[src/rtl/cmp_pkg.sv]
// Shared types and helpers for the chunk-serial compare unit.
package cmp_pkg;

    // Predicate codes as presented on the sel port.
    typedef enum logic [2:0] {
        OP_INVALID0 = 3'd0,
        OP_INVALID1 = 3'd1,
        OP_EQ       = 3'd2,
        OP_NE       = 3'd3,
        OP_LT       = 3'd4,
        OP_GE       = 3'd5,
        OP_LTU      = 3'd6,
        OP_GEU      = 3'd7
    } cmp_op_e;

    typedef enum logic [1:0] {
        IDLE = 2'd0,
        SCAN = 2'd1,
        DONE = 2'd2
    } cmp_state_e;

    // Signed predicates are handled by flipping the operand sign bits.
    function automatic logic is_signed_op(cmp_op_e op);
        return (op == OP_LT) || (op == OP_GE);
    endfunction

    function automatic logic is_valid_op(logic [2:0] code);
        return (cmp_op_e'(code) != OP_INVALID0) && (cmp_op_e'(code) != OP_INVALID1);
    endfunction

    // Truth value of the predicate given the final ordering of the operands.
    function automatic logic op_truth(cmp_op_e op, logic lt, logic eq);
        logic t;
        t = 1'b0;
        case (op)
            OP_EQ:          t = eq;
            OP_NE:          t = ~eq;
            OP_LT, OP_LTU:  t = lt;
            OP_GE, OP_GEU:  t = ~lt;
            default:        t = 1'b0;
        endcase
        return t;
    endfunction

endpackage

[src/rtl/cmp_chunk.sv]
// Combinational W-bit unsigned magnitude compare.
module cmp_chunk #(
    parameter int unsigned W = 4
) (
    input  logic [W-1:0] a_i,
    input  logic [W-1:0] b_i,
    output logic         lt_o,
    output logic         eq_o,
    output logic         gt_o
);

    // Plain unsigned ordering of one chunk.
    always_comb begin
        lt_o = (a_i < b_i);
        eq_o = (a_i == b_i);
        gt_o = (a_i > b_i);
    end

endmodule

[src/rtl/cmp_seq_unit.sv]
// Chunk-serial magnitude comparator: scans MSB chunk first, stops on the first
// differing chunk, and reports the selected predicate with a start/done handshake.
module cmp_seq_unit
    import cmp_pkg::*;
#(
    parameter int unsigned N     = 8,
    parameter int unsigned CHUNK = 4
) (
    input  logic         clk,
    input  logic         rst,
    input  logic         start,
    input  logic [2:0]   sel,
    input  logic [N-1:0] a,
    input  logic [N-1:0] b,
    output logic         busy,
    output logic         done,
    output logic [N-1:0] result,
    output logic         lt,
    output logic         eq,
    output logic         gt
);

    localparam int unsigned NCHUNK = N / CHUNK;
    localparam int unsigned IdxW   = (NCHUNK > 1) ? $clog2(NCHUNK) : 1;

    if ((CHUNK == 0) || (N % CHUNK != 0)) begin : g_bad_chunk
        $error("cmp_seq_unit: N must be a non-zero multiple of CHUNK");
    end

    cmp_state_e       state_q, state_d;
    cmp_op_e          op_q, op_d;
    logic [N-1:0]     a_q, a_d;
    logic [N-1:0]     b_q, b_d;
    logic [IdxW-1:0]  idx_q, idx_d;
    logic [N-1:0]     result_q, result_d;
    logic             lt_q, lt_d;
    logic             eq_q, eq_d;
    logic             gt_q, gt_d;

    logic [N-1:0]     a_sh, b_sh;
    logic             chunk_lt, chunk_eq, chunk_gt;

    // Bring the current chunk down to bit 0 so one comparator serves every index.
    always_comb begin
        a_sh = a_q >> (idx_q * CHUNK);
        b_sh = b_q >> (idx_q * CHUNK);
    end

    cmp_chunk #(
        .W (CHUNK)
    ) u_chunk (
        .a_i  (a_sh[CHUNK-1:0]),
        .b_i  (b_sh[CHUNK-1:0]),
        .lt_o (chunk_lt),
        .eq_o (chunk_eq),
        .gt_o (chunk_gt)
    );

    // Next-state: accept in IDLE/DONE, scan one chunk per cycle, hold results otherwise.
    always_comb begin
        state_d  = state_q;
        op_d     = op_q;
        a_d      = a_q;
        b_d      = b_q;
        idx_d    = idx_q;
        result_d = result_q;
        lt_d     = lt_q;
        eq_d     = eq_q;
        gt_d     = gt_q;

        unique case (state_q)
            IDLE, DONE: begin
                state_d = IDLE;
                if (start) begin
                    if (is_valid_op(sel)) begin
                        op_d  = cmp_op_e'(sel);
                        a_d   = a;
                        b_d   = b;
                        // Flipping both sign bits maps two's-complement order onto unsigned.
                        if (is_signed_op(cmp_op_e'(sel))) begin
                            a_d[N-1] = ~a[N-1];
                            b_d[N-1] = ~b[N-1];
                        end
                        idx_d   = IdxW'(NCHUNK - 1);
                        state_d = SCAN;
                    end else begin
                        result_d = '0;
                        lt_d     = 1'b0;
                        eq_d     = 1'b0;
                        gt_d     = 1'b0;
                        state_d  = DONE;
                    end
                end
            end
            SCAN: begin
                if (!chunk_eq) begin
                    lt_d        = chunk_lt;
                    eq_d        = 1'b0;
                    gt_d        = chunk_gt;
                    result_d    = '0;
                    result_d[0] = op_truth(op_q, chunk_lt, 1'b0);
                    state_d     = DONE;
                end else if (idx_q == '0) begin
                    lt_d        = 1'b0;
                    eq_d        = 1'b1;
                    gt_d        = 1'b0;
                    result_d    = '0;
                    result_d[0] = op_truth(op_q, 1'b0, 1'b1);
                    state_d     = DONE;
                end else begin
                    idx_d = idx_q - IdxW'(1);
                end
            end
            default: state_d = IDLE;
        endcase
    end

    // State and result registers; synchronous reset aborts any scan without a done.
    always_ff @(posedge clk) begin
        if (rst) begin
            state_q  <= IDLE;
            op_q     <= OP_INVALID0;
            a_q      <= '0;
            b_q      <= '0;
            idx_q    <= '0;
            result_q <= '0;
            lt_q     <= 1'b0;
            eq_q     <= 1'b0;
            gt_q     <= 1'b0;
        end else begin
            state_q  <= state_d;
            op_q     <= op_d;
            a_q      <= a_d;
            b_q      <= b_d;
            idx_q    <= idx_d;
            result_q <= result_d;
            lt_q     <= lt_d;
            eq_q     <= eq_d;
            gt_q     <= gt_d;
        end
    end

    // Outputs are decoded from registered state only.
    always_comb begin
        busy   = (state_q == SCAN);
        done   = (state_q == DONE);
        result = result_q;
        lt     = lt_q;
        eq     = eq_q;
        gt     = gt_q;
    end

endmodule

[config.mk]
export PLATFORM = sky130hd
export DESIGN_NAME = cmp_seq_unit
export DESIGN_NICKNAME = d
export VERILOG_FILES = /design/src/rtl/cmp_pkg.sv /design/src/rtl/cmp_chunk.sv /design/src/rtl/cmp_seq_unit.sv
export SDC_FILE = /design/constraint.sdc
export NUM_CORES = 1
export LEC_CHECK = 0
export CAP_MARGIN = 10
export CORE_UTILIZATION = 40
export CTS_CLUSTER_DIAMETER = 40
export DETAILED_ROUTE_END_ITERATION = 8
export GPL_ROUTABILITY_DRIVEN = 0
export HOLD_SLACK_MARGIN = 0.15
export PLACE_DENSITY = 0.76
export SLEW_MARGIN = 15
export SYNTH_ARGS = -nofsm -noshare
export SYNTH_HDL_FRONTEND = slang
export SYNTH_SLANG_ARGS = --single-unit
export TNS_END_PERCENT = 1
[constraint.sdc]
create_clock -name clk -period 2.6 [get_ports clk]
set_input_delay 0.52 -clock clk [delete_from_list [all_inputs] [get_ports clk]]
set_output_delay 0.52 -clock clk [all_outputs]
set_load 0.02 [all_outputs]
==> results of run 1 <==
-- worst paths after layout --
path / from / to / slack [ns] / cells past startpoint
setup reg to reg: idx_q / result[0] / 0.24 / 6
setup / recovery: idx_q / result[0] / 0.24 / 6
hold / removal: gt / gt / 0.46 / 2
hold reg to reg: gt / gt / 0.46 / 2
-- through the flow --
step / area (um2) / utilization (%) / total power, W / setup slack (ns)
after floorplan: 1370 / - / 0.000600 / 0.506
after global placement: 1610 / 51.5 / 0.000650 / 0.374
after detailed placement: 1610 / 51.5 / 0.000658 / 0.256
after CTS: 1650 / 52.6 / 0.000857 / 0.235
after global routing: 1650 / 52.6 / 0.000903 / 0.0492
final: 1650 / 52.6 / 0.000853 / 0.236
-- cell usage after synthesis (all sizes together), types with 2 or more instances --
| library cell | instances | area [um2] |
|---|---|---|
| nand4 | 2 | 27.5 |
| inv | 2 | 7.50 |
| o21a | 2 | 15.0 |
| o211ai | 2 | 15.0 |
| a21oi | 24 | 120 |
| nor2 | 2 | 7.51 |
| mux2i | 4 | 40.0 |
| dfxtp | 26 | 521 |
| mux2 | 4 | 45.0 |
| clkbuf | 2 | 7.51 |
| o21ai | 4 | 23.8 |
| and4b | 2 | 20.0 |
| ha | 4 | 50.1 |
| nand2 | 43 | 161 |
| buf | 13 | 100 |
| xnor2 | 2 | 17.5 |
-- state kept, by name, indices dropped and copies added (netlist names) --
register,count
a_q,8
b_q,8
eq,1
gt,1
idx_q,1
lt,1
op_q,3
result,1
state_q,2
-- cell type report --
class,instances,area share (%)
Clock buffer,4,2.20
Sequential cell,26,31.6
Inverter,2,0.456
Tap cell,44,3.34
Multi-Input combinational cell,116,44.6
Timing Repair Buffer,30,17.8
-- power groups by stage --
stage | sequential, W | combinational (W) | clock [W]
finish | 0.000445 | 0.000204 | 0.000203
global route | 0.000448 | 0.000227 | 0.000227
CTS | 0.000445 | 0.000205 | 0.000207
detailed placement | 0.000454 | 0.000204 | 0
global placement | 0.000454 | 0.000196 | 0
floorplan | 0.000449 | 0.000151 | 0
-- worst min-delay path, delay by kind of cell, from the launching register on --
kind               cells  cell delay, ns
AOI/OAI and AO/OA      1            0.05
and+or+nand+nor        1            0.05
DFF                    1            0.34
-- logic make-up (layout without fill, tap and decap cells) --
kind of cell | count (synthesis) | after routing | share of synthesized area (%)
flops | 26 | 26 | 38.6
simple gates | 58 | 58 | 23.6
fa+ha+maj | 4 | 4 | 3.71
mux | 8 | 8 | 6.31
xor+xnor | 2 | 2 | 1.30
other cells | 1 | 7 | 0.278
buf+inv | 17 | 36 | 8.54
compound gates | 37 | 37 | 17.6
-- layer usage --
layer	routed length, um	share of wire [%]	global-route usage (%)	vias to the layer above
met1	1060	41	17.2	505
met2	1330	52	30.0	30
met5	0	0	0	-
met3	132	5.2	5.19	4
met4	44	1.7	5.65	0
li1	-	-	-	562
==> out/qor.yml, run 1 <==
power:
  p_sw_w: 0.000247
  comb_power_share_pct: 24.0
  power-per-cell-area_nw_per_um2: 518
  internal_power_w: 0.000606
  leakage_nw: 0.603
  switching_share_pct: 28.9
  vdd_drop_max_mv: 0.327
  seqPwrFrac_pct: 52.2
  clockPowerShare_pct: 23.8
finish:
  final_common_cell: "nand2_1"
  multi_input_area_um2: 734
  num_antenna_cells: 0
  nNetsFinal: 205
  area.growth.synth_to_final_pct: 22.2
  final_cell_mix: "43 x nand2_1, 27 x clkdlybuf4s50_1, 26 x dfxtp_1, 24 x a21oi_1, 7 x conb_1"
  seqCellArea_um2: 520
  final_cells: 222
  fill_cells: 308
  drive_above_1_share_pct: 12.9
timing:
  fin_crit_sh_pct: 90.9
  worst_slew_margin_rel_pct: 61.8
  drv_slew: 0
  max_freq_mhz: 423
  layout_min_cycle_time_ns: 2.36
  clock_skew_ns: 0.00257
  setup_violations: 0
  whs_ns: 0.457
  worst_slew_pin_slew_ns: 0.573
  rsz0062_at_grt: "false"
  finalHoldViolCount: 0
  finalSetupTns_ns: 0
status:
  status: "completed"
cts:
  cts_buffer_depth: 2
  cts_tree: "yes"
  clock_sinks: 26
  cts.htree.levels: 1
  cts_setup_buffers: 0
  ctsResizeCount: 0
  cts_buffers: 3
  cts_hold_buf: 0
  clkTransAtPathRegs_ns: 0.14
  cts_root_buf: "clkbuf_4"
  clk_latency_ns: 0.32
synth:
  syn_area_um2: 1350
  synth_edf_count: 0
  syn_avg_cell_area_um2: 8.81
  synth_cell_types: 37
  synth_cells: 153
  ys_warn_count: 0
  synth_ff_type: "dfxtp_1"
  ys_ff_latch: 26
  async_flop_share_pct: 0
  seq_area_frac_synth_pct: 38.6
worst_setup_path:
  cpMaxStageDelayCell: "dfxtp_1"
  cp.buffers_inverters: 0
  critical_path_required_ns: 2.81
  crit_arrival_ns: 2.58
  path_class: "reg -> reg"
  crit_chain: "mux2_2 -> ha_1 -> nand4_4 -> and4b_1 -> a221oi_2 -> o211ai_1"
  crit_path_end_kind: "register"
  critPathLaunchType: "register"
  path_max_fanout: 14
  critical_path.top_delay_family: "flip-flops"
  max_stage_delay_ns: 0.68
global_route:
  antenna_found_initial: 0
  grt_max_degree: 20
  grt.total_usage_pct: 16.3
  grt_pass1_vias: 1065
  overflow: 0
  grt_pass1_wl_um: 4330
run:
  maxCapViolCount: 0
placed_design:
  portBuffers: 27
  placed_cells: 218
  place_hpwl_um: 1980
routing:
  firstDrtPassIters: 4
  vias: 1101
  wl_per_cell_um: 11.5
  ant_nets: 0
  first_iter_violations: 39
  remaining_drc_errors: 0
  post_drt_via_cell_ratio: 4.96
  routed_wl_um: 2560
floorplan:
  start_util_pct: 43.1
  core_area_um2: 3130
  fp.dieW_um: 60.0
  rows: 20
  die_h_um: 60.0
  die-area_um2: 3600
  io_pins: 35
worst_hold_path:
  hp-class: "reg -> reg"
(Power assumes the default switching activity.)
==> run 2: changes to the inputs <==
- GPL_ROUTABILITY_DRIVEN: 0 -> 1
- clock period: 2.6 -> 2.4 ns (I/O delays scaled with it)
==> out/qor.yml, run 2 (synthesis gave the netlist of run 1 again) <==
global_route:
  grt_max_degree: 20  # unchanged
  grt_pass1_vias: 1000  # was 1065
  antenna_found_initial: 0  # unchanged
  grt_pass1_wl_um: 4080  # was 4330 um
  grt.total_usage_pct: 14.9  # was 16.3%
  overflow: 0  # unchanged
power:
  p_sw_w: 0.000262  # was 0.000247 W
  power-per-cell-area_nw_per_um2: 554  # was 518 nW/um2
  switching_share_pct: 28.4  # was 28.9%
  comb_power_share_pct: 24.6  # was 24.0%
  vdd_drop_max_mv: 0.258  # was 0.327 mV
  internal_power_w: 0.000660  # was 0.000606 W
  seqPwrFrac_pct: 52.2  # about the same
  leakage_nw: 0.614  # was 0.603 nW
  clockPowerShare_pct: 23.2  # was 23.8%
worst_setup_path:
  worstRegToRegCells: 6  # unchanged
  timing.rr.start: "idx_q"  # unchanged
  path_max_fanout: 10  # was 14
  critPathLaunchType: "register"  # unchanged
  r2r_end: "result[0]"  # unchanged
  critical_path_required_ns: 2.60  # was 2.81 ns
  crit_path_end_kind: "register"  # unchanged
  rrSetupSlack_ns: 0.14  # was 0.24 ns
  path_class: "reg -> reg"  # unchanged
  crit_chain: "mux2_2 -> ha_1 -> nand4_4 -> and4b_1 -> a221oi_2 -> o211ai_1"  # unchanged
  crit_arrival_ns: 2.46  # was 2.58 ns
  max_stage_delay_ns: 0.60  # was 0.68 ns
  cpMaxStageDelayCell: "dfxtp_1"  # unchanged
routing:
  ant_nets: 0  # unchanged
  vias: 1104  # was 1101
  routed_wl_um: 2540  # was 2560 um
  wl_per_cell_um: 11.3  # was 11.5 um
  firstDrtPassIters: 4  # unchanged
  post_drt_via_cell_ratio: 4.93  # was 4.96
  remaining_drc_errors: 0  # unchanged
  first_iter_violations: 32  # was 39
timing:
  layout_min_cycle_time_ns: 2.26  # was 2.36 ns
  finalHoldViolCount: 0  # unchanged
  finalSetupTns_ns: 0  # unchanged
  fin_crit_sh_pct: 94.2  # was 90.9%
  max_freq_mhz: 442  # was 423 MHz
  clock_skew_ns: 0.00845  # was 0.00257 ns
  rsz0062_at_grt: "false"  # unchanged
  setup_violations: 0  # unchanged
  whs_ns: 0.454  # was 0.457 ns
  drv_slew: 0  # unchanged
placed_design:
  portBuffers: 27  # unchanged
  placed_cells: 220  # was 218
  gp_routability_congestion: 0.745
  place_hpwl_um: 1970  # was 1980 um
finish:
  final_common_cell: "nand2_1"  # unchanged
  final_cell_mix: "43 x nand2_1, 27 x clkdlybuf4s50_1, 26 x dfxtp_1, 24 x a21oi_1, 7 x conb_1"  # unchanged
  drive_above_1_share_pct: 13.9  # was 12.9%
  seqCellArea_um2: 520  # unchanged
  area.growth.synth_to_final_pct: 23.3  # was 22.2%
  fill_cells: 299  # was 308
  multi_input_area_um2: 734  # unchanged
  nNetsFinal: 207  # was 205
  reg.largest.list: "a_q (8), b_q (8), op_q (3)"  # unchanged
  final_cells: 224  # was 222
  num_antenna_cells: 0  # unchanged
floorplan:
  core_area_um2: 3130  # unchanged
  fp.dieW_um: 60.0  # unchanged
  io_pins: 35  # unchanged
  die-area_um2: 3600  # unchanged
  start_util_pct: 43.1  # unchanged
  rows: 20  # unchanged
  die_h_um: 60.0  # unchanged
status:
  status: "completed"  # unchanged
cts:
  cts_buffer_depth: 2  # unchanged
  cts_root_buf: "clkbuf_4"  # unchanged
  cts_tree: "yes"  # unchanged
  cts.htree.levels: 1  # unchanged
  cts_hold_buf: 0  # unchanged
  clock_sinks: 26  # unchanged
  cts_buffers: 3  # unchanged
  ctsResizeCount: 0  # unchanged
  clkTransAtPathRegs_ns: 0.12  # was 0.14 ns
  cts_setup_buffers: 0  # unchanged
  clk_latency_ns: 0.31  # was 0.32 ns
run:
  maxCapViolCount: 0  # unchanged
worst_hold_path:
  holdPathStages: 2  # unchanged
  hold_end: "gt"  # unchanged
  hp-class: "reg -> reg"  # unchanged
  min_from: "gt"  # unchanged
## run 2: final cells by class
cell class,count,area share [%]
multi-input combinational,116,44.2
sequential,26,31.3
timing repair buffer,32,18.5
tap,44,3.31
clock buffer,4,2.18
inverter,2,0.452
## run 2: critical path: cells and delay by family, from the launching register on
kind	cells	cell delay [ns]
and+or+nand+nor	2	0.46
DFF	1	0.60
adders and majority gates	1	0.37
muxes	1	0.39
AOI/OAI and AO/OA	2	0.33
## run 2: per-layer routing
layer	GRT usage (%)	vias up	part of all wire, %
li1	-	570	-
met1	16.4	499	43
met2	27.8	33	52
met3	3.46	2	4.9
met4	4.65	0	0.51
met5	0	-	0
## run 2: metrics by stage
| step | utilization, % | cell area, um2 | power (W) | worst slack (ns) |
|---|---|---|---|---|
| floorplan | - | 1370 | 0.000650 | 0.306 |
| global placement | 52.0 | 1630 | 0.000708 | 0.278 |
| detailed placement | 52.0 | 1630 | 0.000716 | 0.175 |
| CTS | 53.1 | 1660 | 0.000927 | 0.149 |
| global route | 53.1 | 1660 | 0.000974 | 0.0528 |
| finish | 53.1 | 1660 | 0.000921 | 0.139 |
## run 2: worst max-delay path by stage
stage,to,startpoint,slack [ns]
after floorplan,result[0],idx_q,0.31
after global placement,result[0],idx_q,0.28
after detailed placement,result[0],idx_q,0.17
after CTS,result[0],idx_q,0.15
after global routing,result[0],idx_q,0.05
final,result[0],idx_q,0.14
## run 2: power by group through the flow
stage               Sequential, W  Clock, W  Combinational [W]
global route             0.000486  0.000242           0.000247
finish                   0.000481  0.000213           0.000227
floorplan                0.000486         0           0.000164
CTS                      0.000481  0.000219           0.000227
detailed placement       0.000491         0           0.000225
global placement         0.000490         0           0.000219
